`src/rtl/spi_dac_sequencer.sv`:
```
`default_nettype none
// ============================================================================
//  Module      : spi_dac_sequencer
//  Description : Multi-channel SPI DAC frame sequencer. Latches one sample
//                per channel on a ready/valid accept, then emits one 32-bit
//                write-and-update frame per enabled channel in ascending
//                channel order, with divided SCLK and active-low chip select.
//  Revision    : 1.0 - initial release
// ============================================================================
module spi_dac_sequencer #(
    parameter int         DATA_W  = 12,
    parameter int         NUM_CH  = 4,
    parameter int         CLK_DIV = 2,
    parameter logic [3:0] COMMAND = 4'b0011,
    parameter int         GAP_CYC = 2
) (
    input  logic                     clk,
    input  logic                     rst,
    input  logic                     sample_valid,
    output logic                     sample_ready,
    input  logic [NUM_CH*DATA_W-1:0] samples,
    input  logic [NUM_CH-1:0]        ch_mask,
    output logic                     sclk,
    output logic                     mosi,
    output logic                     cs_n,
    output logic                     busy,
    output logic                     frame_done
);

    // Counter widths sized so the terminal count is always representable.
    localparam int c_div_w = $clog2(CLK_DIV + 1);
    localparam int c_gap_w = $clog2(GAP_CYC + 1);

    localparam logic [c_div_w-1:0] c_div_last   = c_div_w'(CLK_DIV - 1);
    localparam logic [c_gap_w-1:0] c_gap_last   = c_gap_w'(GAP_CYC - 1);
    // Only consulted when GAP_CYC >= 2; the frame_done pulse is scheduled
    // one cycle early so that the registered output lands on the last cycle.
    localparam logic [c_gap_w-1:0] c_gap_pre    = c_gap_w'(GAP_CYC - 2);
    localparam logic               c_gap_single = 1'(GAP_CYC == 1);

    typedef enum logic [2:0] {
        S_IDLE  = 3'd0,
        S_SETUP = 3'd1,
        S_SHIFT = 3'd2,
        S_GAP   = 3'd3,
        S_DONE0 = 3'd4
    } state_t;

    state_t                     r_state;
    logic [NUM_CH*DATA_W-1:0]   r_samples;
    logic [NUM_CH-1:0]          r_pending;
    logic [30:0]                r_shreg;
    logic [c_div_w-1:0]         r_div_cnt;
    logic [4:0]                 r_bit_cnt;
    logic [c_gap_w-1:0]         r_gap_cnt;

    logic [NUM_CH-1:0]          w_src_mask;
    logic [NUM_CH*DATA_W-1:0]   w_src_samples;
    logic                       w_found;
    logic [3:0]                 w_idx;
    logic [DATA_W-1:0]          w_sample;
    logic [15:0]                w_just;
    logic [31:0]                w_word;
    logic [NUM_CH-1:0]          w_rest;

    // In IDLE the next frame comes from the live inputs (accept edge);
    // otherwise from the latched set and the channels still pending.
    assign w_src_mask    = (r_state == S_IDLE) ? ch_mask : r_pending;
    assign w_src_samples = (r_state == S_IDLE) ? samples : r_samples;

    // Lowest-indexed enabled channel; search is bounded to 0..NUM_CH-1.
    always_comb begin
        w_found = 1'b0;
        w_idx   = 4'd0;
        for (int c = NUM_CH - 1; c >= 0; c--) begin
            if (w_src_mask[c]) begin
                w_found = 1'b1;
                w_idx   = 4'(c);
            end
        end
    end

    assign w_sample = DATA_W'(w_src_samples >> (int'(w_idx) * DATA_W));
    // Left-justify the sample in 16 bits with zero fill.
    assign w_just   = 16'(w_sample) << (16 - DATA_W);
    assign w_word   = {8'hFF, COMMAND, w_idx, w_just};
    assign w_rest   = w_src_mask & ~(NUM_CH'(1) << w_idx);

    // Sequencer: state, counters and all registered outputs.
    always_ff @(posedge clk) begin
        if (rst) begin
            r_state      <= S_IDLE;
            r_samples    <= '0;
            r_pending    <= '0;
            r_shreg      <= '0;
            r_div_cnt    <= '0;
            r_bit_cnt    <= '0;
            r_gap_cnt    <= '0;
            sample_ready <= 1'b1;
            sclk         <= 1'b0;
            mosi         <= 1'b0;
            cs_n         <= 1'b1;
            busy         <= 1'b0;
            frame_done   <= 1'b0;
        end else begin
            frame_done <= 1'b0;
            case (r_state)
                S_IDLE: begin
                    if (sample_valid && sample_ready) begin
                        r_samples    <= samples;
                        r_pending    <= w_rest;
                        sample_ready <= 1'b0;
                        busy         <= 1'b1;
                        if (w_found) begin
                            r_state   <= S_SETUP;
                            r_div_cnt <= '0;
                            r_shreg   <= w_word[30:0];
                            mosi      <= w_word[31];
                            sclk      <= 1'b0;
                            cs_n      <= 1'b0;
                        end else begin
                            r_state <= S_DONE0;
                        end
                    end
                end

                S_SETUP: begin
                    if (r_div_cnt == c_div_last) begin
                        r_state   <= S_SHIFT;
                        r_div_cnt <= '0;
                        r_bit_cnt <= '0;
                    end else begin
                        r_div_cnt <= r_div_cnt + 1'b1;
                    end
                end

                S_SHIFT: begin
                    if (r_div_cnt == c_div_last) begin
                        r_div_cnt <= '0;
                        if (!sclk) begin
                            sclk <= 1'b1;
                        end else begin
                            // Falling transition: the only place mosi moves.
                            sclk <= 1'b0;
                            if (r_bit_cnt == 5'd31) begin
                                r_state    <= S_GAP;
                                r_gap_cnt  <= '0;
                                cs_n       <= 1'b1;
                                mosi       <= 1'b0;
                                frame_done <= c_gap_single;
                            end else begin
                                r_bit_cnt <= r_bit_cnt + 1'b1;
                                mosi      <= r_shreg[30];
                                r_shreg   <= {r_shreg[29:0], 1'b0};
                            end
                        end
                    end else begin
                        r_div_cnt <= r_div_cnt + 1'b1;
                    end
                end

                S_GAP: begin
                    if (r_gap_cnt == c_gap_last) begin
                        if (w_found) begin
                            r_state   <= S_SETUP;
                            r_pending <= w_rest;
                            r_div_cnt <= '0;
                            r_shreg   <= w_word[30:0];
                            mosi      <= w_word[31];
                            sclk      <= 1'b0;
                            cs_n      <= 1'b0;
                        end else begin
                            r_state      <= S_IDLE;
                            busy         <= 1'b0;
                            sample_ready <= 1'b1;
                        end
                    end else begin
                        r_gap_cnt  <= r_gap_cnt + 1'b1;
                        frame_done <= (r_gap_cnt == c_gap_pre);
                    end
                end

                S_DONE0: begin
                    r_state      <= S_IDLE;
                    busy         <= 1'b0;
                    sample_ready <= 1'b1;
                end

                default: begin
                    r_state      <= S_IDLE;
                    busy         <= 1'b0;
                    sample_ready <= 1'b1;
                    cs_n         <= 1'b1;
                    sclk         <= 1'b0;
                    mosi         <= 1'b0;
                end
            endcase
        end
    end

endmodule
`default_nettype wire

```
`config.mk`:
```
export PLATFORM = sky130hd
export DESIGN_NAME = spi_dac_sequencer
export DESIGN_NICKNAME = d
export VERILOG_FILES = /design/src/rtl/spi_dac_sequencer.sv
export SDC_FILE = /design/constraint.sdc
export NUM_CORES = 1
export LEC_CHECK = 0
export BUFFER_PORTS_ARGS = -buffer_cell sky130_fd_sc_hd__buf_4
export CELL_PAD_IN_SITES_DETAIL_PLACEMENT = 1
export CELL_PAD_IN_SITES_GLOBAL_PLACEMENT = 1
export CORE_MARGIN = 2
export CORE_UTILIZATION = 46
export DETAILED_ROUTE_END_ITERATION = 6
export PLACE_DENSITY = 0.86
export SETUP_SLACK_MARGIN = 0.1
export SYNTH_ARGS = -nofsm -noshare
export SYNTH_HDL_FRONTEND = slang
export SYNTH_SLANG_ARGS = --single-unit
```
`constraint.sdc`:
```
create_clock -name clk -period 5.8 [get_ports clk]
set_input_delay 0.29 -clock clk [delete_from_list [all_inputs] [get_ports clk]]
set_output_delay 0.29 -clock clk [all_outputs]
set_load 0.01 [all_outputs]
```
==> results.md <==
* Mean area per synthesized cell at between 7 and 8 um2
* Max incr delay on CP at 920 ps
* Number of antenna-violating nets in the routed design at 0
* Leakage dissipation at around 2.1 nW
* Post-CTS Setup Repair Bufs at 0
* Synth-to-layout area growth at 13.6%
* Initial DRC Count at 292
* Total negative setup slack at 0 ps
* Power Density at 448 nW/um2
* Pin count of the biggest net entering global routing at 75
* FF+latch count, synth at 97
* Setup repair after global routing missed its margin: no
* Syn Nets at 690
* Number of antenna violations at the first check in global routing at 0
* Netlist Area Pre-Place at a little under 5000 um2
* Master of the slowest instance on the critical path: sky130_fd_sc_hd__mux2i_1
* Area of the die at 11600 um2
* Detailed-routed wire length on met2 at 7290 um
* Vias after detailed routing at 4986
* Site Rows at 37
* Max Root-Sink Buffers at 2
* Critical path required time at approximately 6000 ps
* Run status: completed
* Routability-driven placement congestion ratio at 0.863
* Routed wire length at between 15000 and 20000 um
* Sum of overflow across all layers after global routing at 0
* Clock edge transition at the registers on the reported setup and hold paths at 100 ps
* Global-route wire length before repair at 24900 um
* Crit path max fanout at 30
* Final Hold Violating Endpoints at 0
* Count of clock tree sinks at 97
* # hold bufs at CTS at 0
* Upper clock frequency limit at ~330 MHz
* Number of top-level pins at 61
* Clock latency on the worst-skew pair at 370 ps
* Reg-to-Reg End: r_shreg[9]
* Average wire per standard cell at 19.7 um
* Post-CTS Resized at 0
* Hold Worst Slack at between 150 and 200 ps
* Number of violations of the max-capacitance limit at 0
* Max layer used: met4
* Reg2Reg Setup Slack at 2810 ps
* Total met3 wirelength after detailed routing at around 940 um
* Critical path capture point type: flop
* Biggest area consumer among synthesized cells: sky130_fd_sc_hd__dfxtp_1
* Fraction of layout instances using a drive strength above 1 at between 10% and 20%
* Final antenna diode count at 0
* Clock tree from TritonCTS: yes
* Detailed-router iteration count before antenna repair at 6
* Total clock buffers created by CTS at 9
* Final max-slew violation count at 0
* Class of the tightest hold or removal check: in -> reg
* Vias per Instance at roughly 6.3
* Worst Reg-to-Reg Cells at 6
* Setup crit start kind: flop
* Global-route usage over all layers at 27.3%
* Reg2Reg Launch Point: r_state[0]
* Cell-by-cell listing of the critical path: nor3_2 -> buf_4 -> mux2i_1 -> a21oi_1 -> a2111oi_0 -> o32ai_1
* Fin Clk Skew at 8.59 ps
* EDFF count, synth at 0
* Max VDD drop at approximately 0.00027 V
* Largest cells by area after synthesis: sky130_fd_sc_hd__dfxtp_1 39%, sky130_fd_sc_hd__nand2_1 9.2%, sky130_fd_sc_hd__a21oi_1 7.8%, sky130_fd_sc_hd__clkbuf_1 3.2%, sky130_fd_sc_hd__nand3_1 2.7%
* Crit path kind: reg -> reg
* Final setup fails at 0
* Number of unique standard cell types used by synthesis at 63
* Post-detailed-placement half-perimeter wirelength at 10800 um
* Quantity of I/O buffers inserted on ports at 60
* Worst slew pin tran at 1130 ps
* Final clock period utilization by the worst path at roughly half
* # DRC at 0
* Share of the synthesized area in the top cell type at 39.1%
* Effective utilization at floorplan at 47.7%
* Proportion of register bits with asynchronous set or reset after synthesis at 0%
* Shortest clock period the worst path allows after layout at 2990 ps
* Worst-case headroom to the max-slew limit at 24.5%
* Wl on met1 at 7170 um
* Startpoint of the worst setup timing path: r_state[0]
* H-tree Lvls at 3
* Height of the chip at between 100 and 150 um
* Share of synthesized area occupied by flip-flops and latches at 39.1%
* Chip Width at 108 um
* Number of global-route vias before repair at 4789
* Last element of the critical path: r_shreg[9]
* Count leader, synth: sky130_fd_sc_hd__nand2_1
* Yosys warns at 0
* Final-stage net count at 710
* Commonest cells post-synth: 122 x sky130_fd_sc_hd__nand2_1, 97 x sky130_fd_sc_hd__dfxtp_1, 77 x sky130_fd_sc_hd__a21oi_1, 43 x sky130_fd_sc_hd__clkbuf_1
* Placeable core region at roughly 10000 um2
* Most frequently used flop master after synthesis: sky130_fd_sc_hd__dfxtp_1
* Clock root buffer: sky130_fd_sc_hd__clkbuf_8
* Arrival time of data at the critical path endpoint at 3210 ps
* Cells after Synth at 631
==> layer usage <==
metal	vias to the layer above	track usage, %
met3	17	5.30
met5	-	0
met4	0	7.23
met2	165	42.7
met1	2472	38.6
li1	2332	-
==> state kept, by name, indices dropped and copies added, names as in the netlist, 2 cells and up <==
signal and cells:
r_bit_cnt 5, r_pending 4, r_state 3, r_div_cnt 2, r_shreg 27, r_gap_cnt 2
r_samples 48
==> critical path: cells and delay by family (launching register included) <==
family	cells	cell delay, ps
AND/OR/NAND/NOR	1	230
multiplexers	1	920
flip-flops	1	450
buffers and inverters	1	370
AO/OA/AOI/OAI	3	850
==> final cells by class <==
cell class | instances | area (um2)
repair buffers | 64 | 480
inverters | 24 | 90.1
multi-input cells | 455 | 2730
clock buffers | 12 | 155
flip-flops and latches | 97 | 1940
clock inverters | 4 | 75.1
fillers | 1313 | 4770
well taps | 136 | 170
==> power by group <==
part,internal (mW),switching [mW]
clock,0.267,0.243
sequential,0.833,0.145
combinational,0.387,0.653
==> metrics by stage <==
step                      instance area (um2)  util [%]  total power, mW  instances  setup WS [ps]
after detailed placement                 5410      52.0             2.01        776           2830
final                                    5640      54.2             2.53        792           2810
after global routing                     5640      54.2             2.69        792           2610
after CTS                                5640      54.2             2.52        792           2810
after floorplan                          4970         -             1.72        631           3860
after global placement                   5410      52.0             1.95        776           3030
==> worst min path at each step <==
stage | start | endpoint | slack (ps) | depth (start not counted)
detailed placement | r_shreg[14] | r_shreg[14] | 450 | 2
global placement | r_samples[32] | r_samples[32] | 440 | 2
finish | samples[33] | r_samples[33] | 160 | 3
CTS | samples[18] | r_samples[18] | 160 | 3
floorplan | samples[32] | r_samples[32] | 430 | 2
global route | samples[47] | r_samples[47] | 160 | 3
==> cells in the final DEF (no fill, tap or decap), types with 10 or more instances in the layout <==
master / n
sky130_fd_sc_hd__nand3b_1: 13
sky130_fd_sc_hd__o32ai_1: 14
sky130_fd_sc_hd__a221o_1: 10
sky130_fd_sc_hd__a21oi_1: 77
sky130_fd_sc_hd__dfxtp_1: 97
sky130_fd_sc_hd__a2111oi_0: 11
sky130_fd_sc_hd__buf_4: 64
sky130_fd_sc_hd__nor2_1: 27
sky130_fd_sc_hd__o21ai_0: 14
sky130_fd_sc_hd__nand3_1: 26
sky130_fd_sc_hd__inv_1: 24
sky130_fd_sc_hd__clkbuf_8: 11
sky130_fd_sc_hd__a22o_1: 10
sky130_fd_sc_hd__nand2_1: 122
sky130_fd_sc_hd__a31oi_1: 13
==> kinds of logic (layout without fill, tap and decap cells) <==
family | Yosys count | count (layout) | synth area share, %
simple gates | 247 | 247 | 24.4
compound gates | 196 | 196 | 27.5
fa+ha+maj | 4 | 4 | 1.01
flops | 97 | 97 | 39.1
mux | 8 | 8 | 1.89
buf+inv | 79 | 104 | 6.17
(Power assumes the default switching activity.)
